`src/rtl/sliding_window.sv`:
```
// sliding_window: serial sample stream -> WINDOW_SIZE-wide parallel windows
// emitted every STRIDE accepted samples, valid/ready on both sides.
// Optional build macro SLIDING_WINDOW_ZERO_PAD_EN enables causal zero padding:
// every sequence starts from an all-zero history, so the first sample of a
// sequence already completes a window [0,..,0,x0].

// One window tap: loads its neighbour (or zero on a new padded sequence).
module sliding_window_tap #(
    parameter int DATA_WIDTH = 12
) (
    input  logic                  clk,
    input  logic                  rst_n,
    input  logic                  shift,
    input  logic                  clr,
    input  logic [DATA_WIDTH-1:0] d,
    output logic [DATA_WIDTH-1:0] q
);
    // Tap register, advances only on an accepted sample
    always_ff @(posedge clk or negedge rst_n) begin
        if (!rst_n)     q <= '0;
        else if (shift) q <= clr ? '0 : d;
    end
endmodule

module sliding_window #(
    parameter int DATA_WIDTH  = 12,
    parameter int WINDOW_SIZE = 3,
    parameter int STRIDE      = 1
) (
    input  logic                                    clk,
    input  logic                                    rst_n,
    output logic                                    win_ready_in,
    input  logic                                    win_valid_in,
    input  logic [DATA_WIDTH-1:0]                   win_data_in,
    input  logic                                    win_last_in,
    input  logic                                    win_ready_out,
    output logic                                    win_valid_out,
    output logic [0:WINDOW_SIZE-1][DATA_WIDTH-1:0]  win_data_out
);
    localparam int FW = $clog2(WINDOW_SIZE + 1);
    localparam int SW = $clog2(STRIDE + 1);

`ifdef SLIDING_WINDOW_ZERO_PAD_EN
    localparam logic [FW-1:0] FILL_START = FW'(WINDOW_SIZE - 1);
`else
    localparam logic [FW-1:0] FILL_START = '0;
`endif

    logic [FW-1:0] fill_cnt;
    logic [SW-1:0] stride_cnt;
    logic          accept;
    logic          full_next;
    logic          emit;
    logic          seq_clr;

    assign win_ready_in = ~win_valid_out | win_ready_out;
    assign accept       = win_valid_in & win_ready_in;
    assign full_next    = (int'(fill_cnt) + 1) >= WINDOW_SIZE;
    assign emit         = accept & full_next & (stride_cnt == '0);

`ifdef SLIDING_WINDOW_ZERO_PAD_EN
    // The history clear after a last sample is deferred to the first sample
    // of the next sequence, so the window emitted by the last sample survives
    // until the consumer takes it.
    always_ff @(posedge clk or negedge rst_n) begin
        if (!rst_n)      seq_clr <= 1'b1;
        else if (accept) seq_clr <= win_last_in;
    end
`else
    assign seq_clr = 1'b0;
`endif

    // Shift register: [0] oldest, [WINDOW_SIZE-1] newest, drives output directly
    for (genvar i = 0; i < WINDOW_SIZE; i++) begin : g_tap
        if (i == WINDOW_SIZE - 1) begin : g_head
            sliding_window_tap #(.DATA_WIDTH(DATA_WIDTH)) u_tap (
                .clk   (clk),
                .rst_n (rst_n),
                .shift (accept),
                .clr   (1'b0),
                .d     (win_data_in),
                .q     (win_data_out[i])
            );
        end else begin : g_body
            sliding_window_tap #(.DATA_WIDTH(DATA_WIDTH)) u_tap (
                .clk   (clk),
                .rst_n (rst_n),
                .shift (accept),
                .clr   (seq_clr),
                .d     (win_data_out[i+1]),
                .q     (win_data_out[i])
            );
        end
    end

    // Fill count: saturating per-sequence sample count, restarts after last
    always_ff @(posedge clk or negedge rst_n) begin
        if (!rst_n) begin
            fill_cnt <= FILL_START;
        end else if (accept) begin
            if (win_last_in)
                fill_cnt <= FILL_START;
            else if (fill_cnt < FW'(WINDOW_SIZE))
                fill_cnt <= fill_cnt + FW'(1);
        end
    end

    // Stride phase: only advances once the window is full; 0 means emit
    always_ff @(posedge clk or negedge rst_n) begin
        if (!rst_n) begin
            stride_cnt <= '0;
        end else if (accept) begin
            if (win_last_in)
                stride_cnt <= '0;
            else if (full_next)
                stride_cnt <= (stride_cnt == SW'(STRIDE - 1)) ? '0 : stride_cnt + SW'(1);
        end
    end

    // Output valid: emit wins over a take in the same cycle (no bubble)
    always_ff @(posedge clk or negedge rst_n) begin
        if (!rst_n)             win_valid_out <= 1'b0;
        else if (emit)          win_valid_out <= 1'b1;
        else if (win_ready_out) win_valid_out <= 1'b0;
    end
endmodule
```
`config.mk`:
```
export PLATFORM = sky130hd
export DESIGN_NAME = sliding_window
export DESIGN_NICKNAME = d
export VERILOG_FILES = /design/src/rtl/sliding_window.sv
export SDC_FILE = /design/constraint.sdc
export NUM_CORES = 1
export LEC_CHECK = 0
export BUFFER_PORTS_ARGS = -buffer_cell sky130_fd_sc_hd__buf_2
export CAP_MARGIN = 15
export CORE_MARGIN = 4
export CORE_UTILIZATION = 35
export CTS_CLUSTER_DIAMETER = 150
export DETAILED_ROUTE_END_ITERATION = 8
export REMOVE_ABC_BUFFERS = 1
export SYNTH_ARGS = -nofsm -noshare
export SYNTH_HDL_FRONTEND = slang
export SYNTH_HIERARCHICAL = 1
export SYNTH_SLANG_ARGS = --single-unit
```
`constraint.sdc`:
```
create_clock -name clk -period 2.2 [get_ports clk]
set_clock_uncertainty 0.05 [all_clocks]
set_input_delay 0.11 -clock clk [delete_from_list [all_inputs] [get_ports clk]]
set_output_delay 0.11 -clock clk [all_outputs]
set_load 0.01 [all_outputs]
```
-- Yosys cells after proc, flatten, opt, wreduce, memory -nomap -nowiden
Cells that the tools add are included.
- multiplexer cells: 7
- reduce and logical (&&, ||, !) cells: 5
- bitwise gates (word level): 6
- add/sub/neg operators: 3
- magnitude comparators: 2
- operators with widths (operator ; count):
    2-bit nonzero test ; 3
    1-bit two-way mux ; 5
    2-bit two-way mux ; 2
    2-bit AND reduction ; 2
    2-bit by 1-bit adder with 3-bit output (second input constant) ; 1
    1-bit bitwise AND ; 3
    3-bit by 2-bit greater-or-equal comparator with 1-bit output (second input constant) ; 1
    2-bit by 1-bit adder with 2-bit output (second input constant) ; 1
    2-bit less-than comparator (second input constant) ; 1
    1-bit inverter ; 2
    1-bit adder (second input constant) ; 1
    1-bit OR ; 1
- output and inout bits: 38
- input port bits: 17
- register bits after elaboration: 40
- logic and storage cells: 29

-- Depth between registers and ports, before layout
Gate-level depths: netlist (run 1).
- word-level depth: 6
- mapped depth: 5
- gate-level depth less buffers: 5

-- By module
The synthesis (run 1) kept the hierarchy.
- by module, submodules not included (module ; seq. area each (um2) ; area each (um2) ; cells each ; instances):
    sliding_window_tap ; 300.3 ; 516.7 ; 51 ; 3
    sliding_window ; 75.1 ; 203.9 ; 21 ; 1

-- Least setup slack after synthesis (run 1)
Ideal clock, no wire load.
- kind: register to register
- from: reg win_valid_out
- to: reg g_tap[0].g_body.u_tap.q[0]
- slack: 0.972 ns
- stages on the path, launching flop included: 5
- setup time: 0.127 ns
- clock period less this slack: 1.228 ns
- data required time: 2.023 ns
- data arrival time: 1.051 ns
- path buffers: 1
- cells stage by stage: dfrtp_1 nand2b_4 and2_4 buf_2 o21ai_0
- longest elaborated chain between the ends: 3
- RTL lines (element ; line ; text):
    start: declaration ; 37 ; output logic win_valid_out,
    start signal: assignment ; 122 ; if (!rst_n) win_valid_out <= 1'b0;
    start signal: assignment ; 123 ; else if (emit) win_valid_out <= 1'b1;
    start signal: assignment ; 124 ; else if (win_ready_out) win_valid_out <= 1'b0;
    1-bit inverter ; 56 ; assign win_ready_in = ~win_valid_out | win_ready_out;
    1-bit OR ; 56 ;
    net win_ready_in ; 32 ; output logic win_ready_in,
    1-bit bitwise AND ; 57 ; assign accept = win_valid_in & win_ready_in;
    net accept ; 51 ; logic accept;
    end signal: assignment ; 21 ; else if (shift) q <= clr ? '0 : d;
    end: declaration ; 16 ; output logic [DATA_WIDTH-1:0] q
The timed path passes the listed nets, and every way through them passes these cells.
A chain may end at the register's enable or synchronous reset.

-- Worst setup path after layout (run 1)
- from: reg win_valid_out
- to: reg g_tap[0].g_body.u_tap.q[10]
- longest elaborated chain between the ends: 3
- RTL lines (element ; line):
    1-bit inverter ; 56
    1-bit OR ; 56
    1-bit bitwise AND ; 57
    net accept ; 51
The timed path passes the listed nets, and every way through them passes these cells.

==> results_dict.tcl, run 1 <==
set metrics [dict create \
    clk_pin_slew_ps 70 \
    drt_first_pass_iters 4 \
    max_freq_mhz 673 \
    cts_sinks 39 \
    p_per_area_mw_per_mm2 845 \
    drt-vias-per-instance 4.25 \
    overflow 0 \
    p_comb_share_pct 22.8 \
    rsz0062_at_grt "false" \
    hp-start "win_data_in[1]" \
    crit_path_start "win_valid_out" \
    core_area_mm2 0.00479 \
    p_leak_uw 0.00111 \
    ant_nets 0 \
    drive_gt1_share_pct 26.1 \
    ys_top_cells_by_count "39 x dfrtp_1, 38 x inv_1, 36 x nand3b_1, 34 x o21ai_0, 6 x buf_2" \
    nNetsFinal 260 \
    critical-path-top-delay-family "simple AND/OR/NAND/NOR gates" \
    arrival_ps 1570 \
    drt-initial-drc-count 101 \
    synthTopCellsByArea "dfrtp_1 56%, nand3b_1 15%, o21ai_0 9.7%, inv_1 8.1%, ha_1 2.1%" \
    ys.flop_type "dfrtp_1" \
    ys_ff_latch 39 \
    hold_viol_final 0 \
    cp_num_cells 3 \
    drc_errors 0 \
    fin_crit_sh_pct 67.6 \
    hpwlAfterDp_um 2370 \
    ys_async_sr_fraction_pct 100 \
    pwr-share-seq_pct 49.3 \
    startpoint_type "flop" \
    nFillCells 476 \
    root_buffer "clkbuf_8" \
    worst_ep_required_time_ps 2280 \
    htreeDepth 2 \
    synth_top_area_share_pct 55.6 \
    critPathKind "reg2reg" \
    hp-class "in2reg" \
    p_clk_share_pct 27.9 \
    path_max_fanout 74 \
    ios 55 \
    setup_violations 0 \
    antenna_found_initial 0 \
    syn_avg_cell_area_um2 10.1 \
    yosysUniqueCellTypes 18 \
    max_stage_delay_ps 560 \
    vias 1309 \
    synth.most_common_cell "dfrtp_1" \
    synth_edf_count 0 \
    synthCells 174 \
    slew_viol_final 0 \
    endpoint_kind "flop" \
    grt_pass1_vias 1279 \
    swShare_pct 31.1 \
    place.gp.congestion 0.710 \
    netlist_area_mm2 0.00175 \
    grt_first_pass_wirelength_um 6200 \
    cts_made_buffers 5 \
    reg2reg_depth 3 \
    fin_ws_ps 713 \
    wirelength_um 3570 \
    switching_power_uw 586 \
    worst_slew_pin_slew_ps 861 \
    crit_chain "nand2b_4 -> and2_4 -> o21ai_0" \
    ys_warn_count 6 \
    cts_tree "built" \
    reg2reg_from "win_valid_out" \
    diodes 0 \
    status "complete, no violations" \
    io_buffers 54 \
    pre_cts_slack_ps 683 \
    yosys.area.top_type "dfrtp_1" \
    dieArea_mm2 0.00621 \
    whs_path_depth 3 \
    clockBufferDepth 2 \
    clk_latency_ps 290 \
    power.internal_uw 1300 \
    cap_violations 0 \
    vdd_ir_drop_max_mv 0.307 \
    cts_resized 0 \
    ys_seq_area_share_pct 55.6 \
    area_growth_syn_to_layout_pct 27.4 \
    die_h_um 78.8 \
    slew_headroom_pct 42.6 \
    fin_crit_ps 1490 \
    start_util_pct 36.7 \
    grt_max_degree 75 \
    tns_ps 0 \
    track_usage_pct 12.6 \
    wl_per_cell_um 11.6 \
    crit_buf_inv 0 \
    die_w_um 78.8 \
    row_count 25 \
    slowest_stage "and2_4" \
]
## routing by layer
metal	part of all wire, %	routed length [um]	track usage (%)
met4	1.1	38	4.72
met3	5.6	199	3.51
met2	48	1710	20.7
met1	46	1630	15.7
met5	0	0	0
## worst paths after layout
kind,end,slack [ps]
max,g_tap[0].g_body.u_tap/q[10],710
min,g_tap[2].g_head.u_tap/q[1],10
max reg2reg,g_tap[0].g_body.u_tap/q[10],710
min reg2reg,g_tap[0].g_body.u_tap/q[7],460
max in group asynchronous,g_tap[0].g_body.u_tap/q[5],1130
min in group asynchronous,g_tap[1].g_body.u_tap/q[3],420
## cell type report
cell class	instances	area, um^2	area share (%)
well taps	67	83.8	3.75
clock buffers	8	100	4.48
multi-input cells	96	602	26.9
inverters	38	143	6.38
repair buffers	60	330	14.8
flip-flops and latches	39	976	43.7
## cell usage in the layout, fill, tap and decap left out, drive strengths merged
master | synthesis | layout
and2 | 1 | 1
inv | 38 | 38
nand3 | 2 | 2
or2 | 1 | 1
nor3 | 2 | 2
a22o | 1 | 1
ha | 3 | 3
conb | 1 | 9
buf | 9 | 54
o21ai | 37 | 37
nand2b | 2 | 2
nand3b | 36 | 36
nand2 | 1 | 1
o211ai | 1 | 1
clkbuf | 0 | 8
dlygate4sd3 | 0 | 6
dfrtp | 39 | 39
## flip-flops by register name (all words and copies together), names as in the netlist
register              count
win_valid_out             1
fill_cnt                  2
g_tap.g_head.u_tap/q     12
g_tap.g_body.u_tap/q     24
## tightest hold or removal path: stages
cell      delay [ps]
buf_2             80
nand3b_1          60
o21ai_0           60
## cell families (layout without fill, tap and decap cells)
kind of cell	Yosys count	after routing	synth area share (%)
flops	39	39	55.6
simple gates	45	45	18.8
buf+inv	47	106	11.8
other cells	1	9	0.214
compound gates	39	39	11.5
fa+ha+maj	3	3	2.14
## stage by stage
| step | power (uW) | utilization [%] | instances | hold slack [ps] | cell area [um^2] |
|---|---|---|---|---|---|
| after floorplan | 1170 | - | 173 | -236 | 1720 |
| after global placement | 1360 | 43.3 | 294 | 235 | 2070 |
| after detailed placement | 1370 | 43.3 | 294 | 233 | 2070 |
| after CTS | 1920 | 46.7 | 308 | 5.18 | 2230 |
| after global routing | 2030 | 46.7 | 308 | 2.52 | 2230 |
| final | 1890 | 46.7 | 308 | 11.0 | 2230 |
## power by group through the flow
stage	combinational, uW	clock (uW)	sequential (uW)
after CTS	436	549	933
after global routing	498	579	950
final	430	527	930
after floorplan	188	0	985
after detailed placement	428	0	946
after global placement	420	0	943
## repair_timing
action                                 in CTS  in global routing
setup buffers                               0                  0
hold buffers                                6                  0
endpoints found under the hold margin      44                  0
No activity file was read; power rests on OpenSTA's default activity.
==> run 2, diff against run 1 <==
- clock period: 2.2 -> 1.4 ns (I/O delays scaled with it)
==> run 2 against run 1 <==
Worst setup slack lost 560 ps; combinational power grew 77%; non-clock buffer count grew 11; utilization grew 3.1 points; flip-flop and latch count is the same; clock power grew 53%; clock-buffer cell count is the same; register-to-register slack lost 560 ps; critical path depth grew 2; via count grew 4.2%; global-route usage grew 0.41 points; critical endpoint is now g_tap[0].g_body.u_tap/q[8].
==> results_dict.tcl, run 2 (synthesized netlist as in run 1, its figures left out) <==
set metrics [dict create \
    diodes 0 \
    slowest_stage "dfrtp_1" \
    hp-class "in2reg" \
    antenna_found_initial 0 \
    drive_gt1_share_pct 26.6 \
    rsz0062_at_grt "false" \
    top_regs "g_tap.g_body.u_tap/q: 24 flops, g_tap.g_head.u_tap/q: 12 flops, fill_cnt: 2 flops" \
    p_leak_uw 0.00118 \
    startpoint_type "flop" \
    place.gp.congestion 0.727 \
    vias 1364 \
    hold_viol_final 0 \
    wl_per_cell_um 11.5 \
    largest-register "g_tap.g_body.u_tap/q" \
    status "complete, no violations" \
    dieArea_mm2 0.00621 \
    p_comb_share_pct 25.2 \
    p_clk_share_pct 26.6 \
    hp-start "win_valid_in" \
    drt_first_pass_iters 4 \
    root_buffer "clkbuf_8" \
    die_w_um 78.8 \
    final_common_cell "buf_2" \
    p_per_area_mw_per_mm2 1270 \
    setup_violations 0 \
    whs_path_depth 3 \
    drt-initial-drc-count 68 \
    crit_chain "nand2b_4 -> and2_4 -> buf_12 -> nand3b_1 -> o21ai_0" \
    switching_power_uw 916 \
    cts_tree "built" \
    wirelength_um 3680 \
    clockBufferDepth 2 \
    arrival_ps 1400 \
    tns_ps 0 \
    pwr-share-seq_pct 48.2 \
    reg2reg_depth 5 \
    grt_first_pass_wirelength_um 6340 \
    track_usage_pct 13.0 \
    overflow 0 \
    power.internal_uw 2110 \
    layout_common_cells "54 x buf_2, 39 x dfrtp_1, 38 x inv_1" \
    swShare_pct 30.2 \
    ant_nets 0 \
    timing.hold.ws_ps 11.6 \
    min_to "win_valid_out" \
    grt_max_degree 24 \
    cts_resized 0 \
    place_inst 298 \
    nNetsFinal 271 \
    die_h_um 78.8 \
    clk_latency_ps 280 \
    drc_errors 0 \
    slew_viol_final 0 \
    start_util_pct 36.7 \
    io_buffers 54 \
    grt_pass1_vias 1309 \
    final_cells 319 \
    worst_r2r_endpoint "g_tap[0].g_body.u_tap/q[8]" \
    vdd_ir_drop_max_mv 0.635 \
    max_stage_delay_ps 400 \
    row_count 25 \
    core_area_mm2 0.00479 \
    fin_crit_ps 1250 \
    drt-vias-per-instance 4.28 \
    reg2reg_from "win_valid_out" \
    r2r_slack_ps 150 \
    finish.utilization_pct 49.8 \
    clk_pin_slew_ps 70 \
    htreeDepth 2 \
    hpwlAfterDp_um 2620 \
    ios 55 \
    critPathKind "reg2reg" \
    cap_violations 0 \
    max_freq_mhz 800 \
    worst_ep_required_time_ps 1550 \
    path_max_fanout 23 \
    fin_crit_sh_pct 89.3 \
    endpoint_kind "flop" \
    cts_sinks 39 \
    area_growth_syn_to_layout_pct 35.9 \
    cts_made_buffers 5 \
    largest_reg_flops 24 \
    nFillCells 478 \
]
-- run 2: cell count changes in the layout (fill, tap and decap cells not counted), sizes merged --
cell	change
dlygate4sd3	+7
buf	+4
-- run 2: worst max-delay path by stage --
stage / startpoint / endpoint / slack (ps) / cells past startpoint
6_report: win_valid_out / g_tap[0].g_body.u_tap/q[8] / 150 / 5
5_1_grt: win_valid_out / g_tap[1].g_body.u_tap/q[0] / 50 / 5
4_1_cts: win_valid_out / g_tap[1].g_body.u_tap/q[5] / 130 / 5
3_5_place_dp: win_valid_out / g_tap[0].g_body.u_tap/q[8] / 150 / 5
3_3_place_gp: fill_cnt[0] / fill_cnt[1] / 180 / 5
2_1_floorplan: win_valid_out / g_tap[0].g_body.u_tap/q[0] / 80 / 3
-- run 2: routing by layer --
| layer | GRT usage (%) | up-vias | wire length (um) |
|---|---|---|---|
| li1 | - | 711 | - |
| met1 | 15.5 | 616 | 1650 |
| met2 | 22.7 | 32 | 1800 |
| met3 | 3.17 | 5 | 178 |
| met4 | 4.72 | 0 | 53 |
| met5 | 0 | - | 0 |
-- run 2: what timing repair did --
action                    4_1_cts  5_1_grt
hold buffers                   13        0
buffers inserted                0        0
hold endpoints to repair       31        0
-- run 2: layout make-up --
class | count | area (um^2) | share of cell area (%)
tap | 67 | 83.8 | 3.52
clock buffer | 8 | 100 | 4.20
sequential | 39 | 976 | 40.9
multi-input combinational | 96 | 602 | 25.2
inverter | 38 | 143 | 5.98
timing repair buffer | 71 | 480 | 20.1
-- run 2: critical path: cells and delay by family, from the launching register on --
kind	cells	cell delay, ps
and+or+nand+nor	3	460
DFF	1	400
buffers and inverters	1	190
AOI/OAI and AO/OA	1	70
-- run 2: metrics by stage --
| step | total power (uW) | area, um^2 | setup WS [ps] |
|---|---|---|---|
| 3_3_place_gp | 2210 | 2150 | 177 |
| 4_1_cts | 3090 | 2380 | 135 |
| 6_report | 3030 | 2380 | 149 |
| 3_5_place_dp | 2220 | 2150 | 151 |
| 5_1_grt | 3270 | 2380 | 51.9 |
| 2_1_floorplan | 1840 | 1720 | 76.4 |
-- run 2: power groups by stage --
stage                     clock network (uW)  logic, uW  registers [uW]
after floorplan                            0        296            1550
after global placement                     0        732            1480
after detailed placement                   0        742            1480
after CTS                                851        772            1460
after global routing                     911        872            1490
final                                    807        763            1460
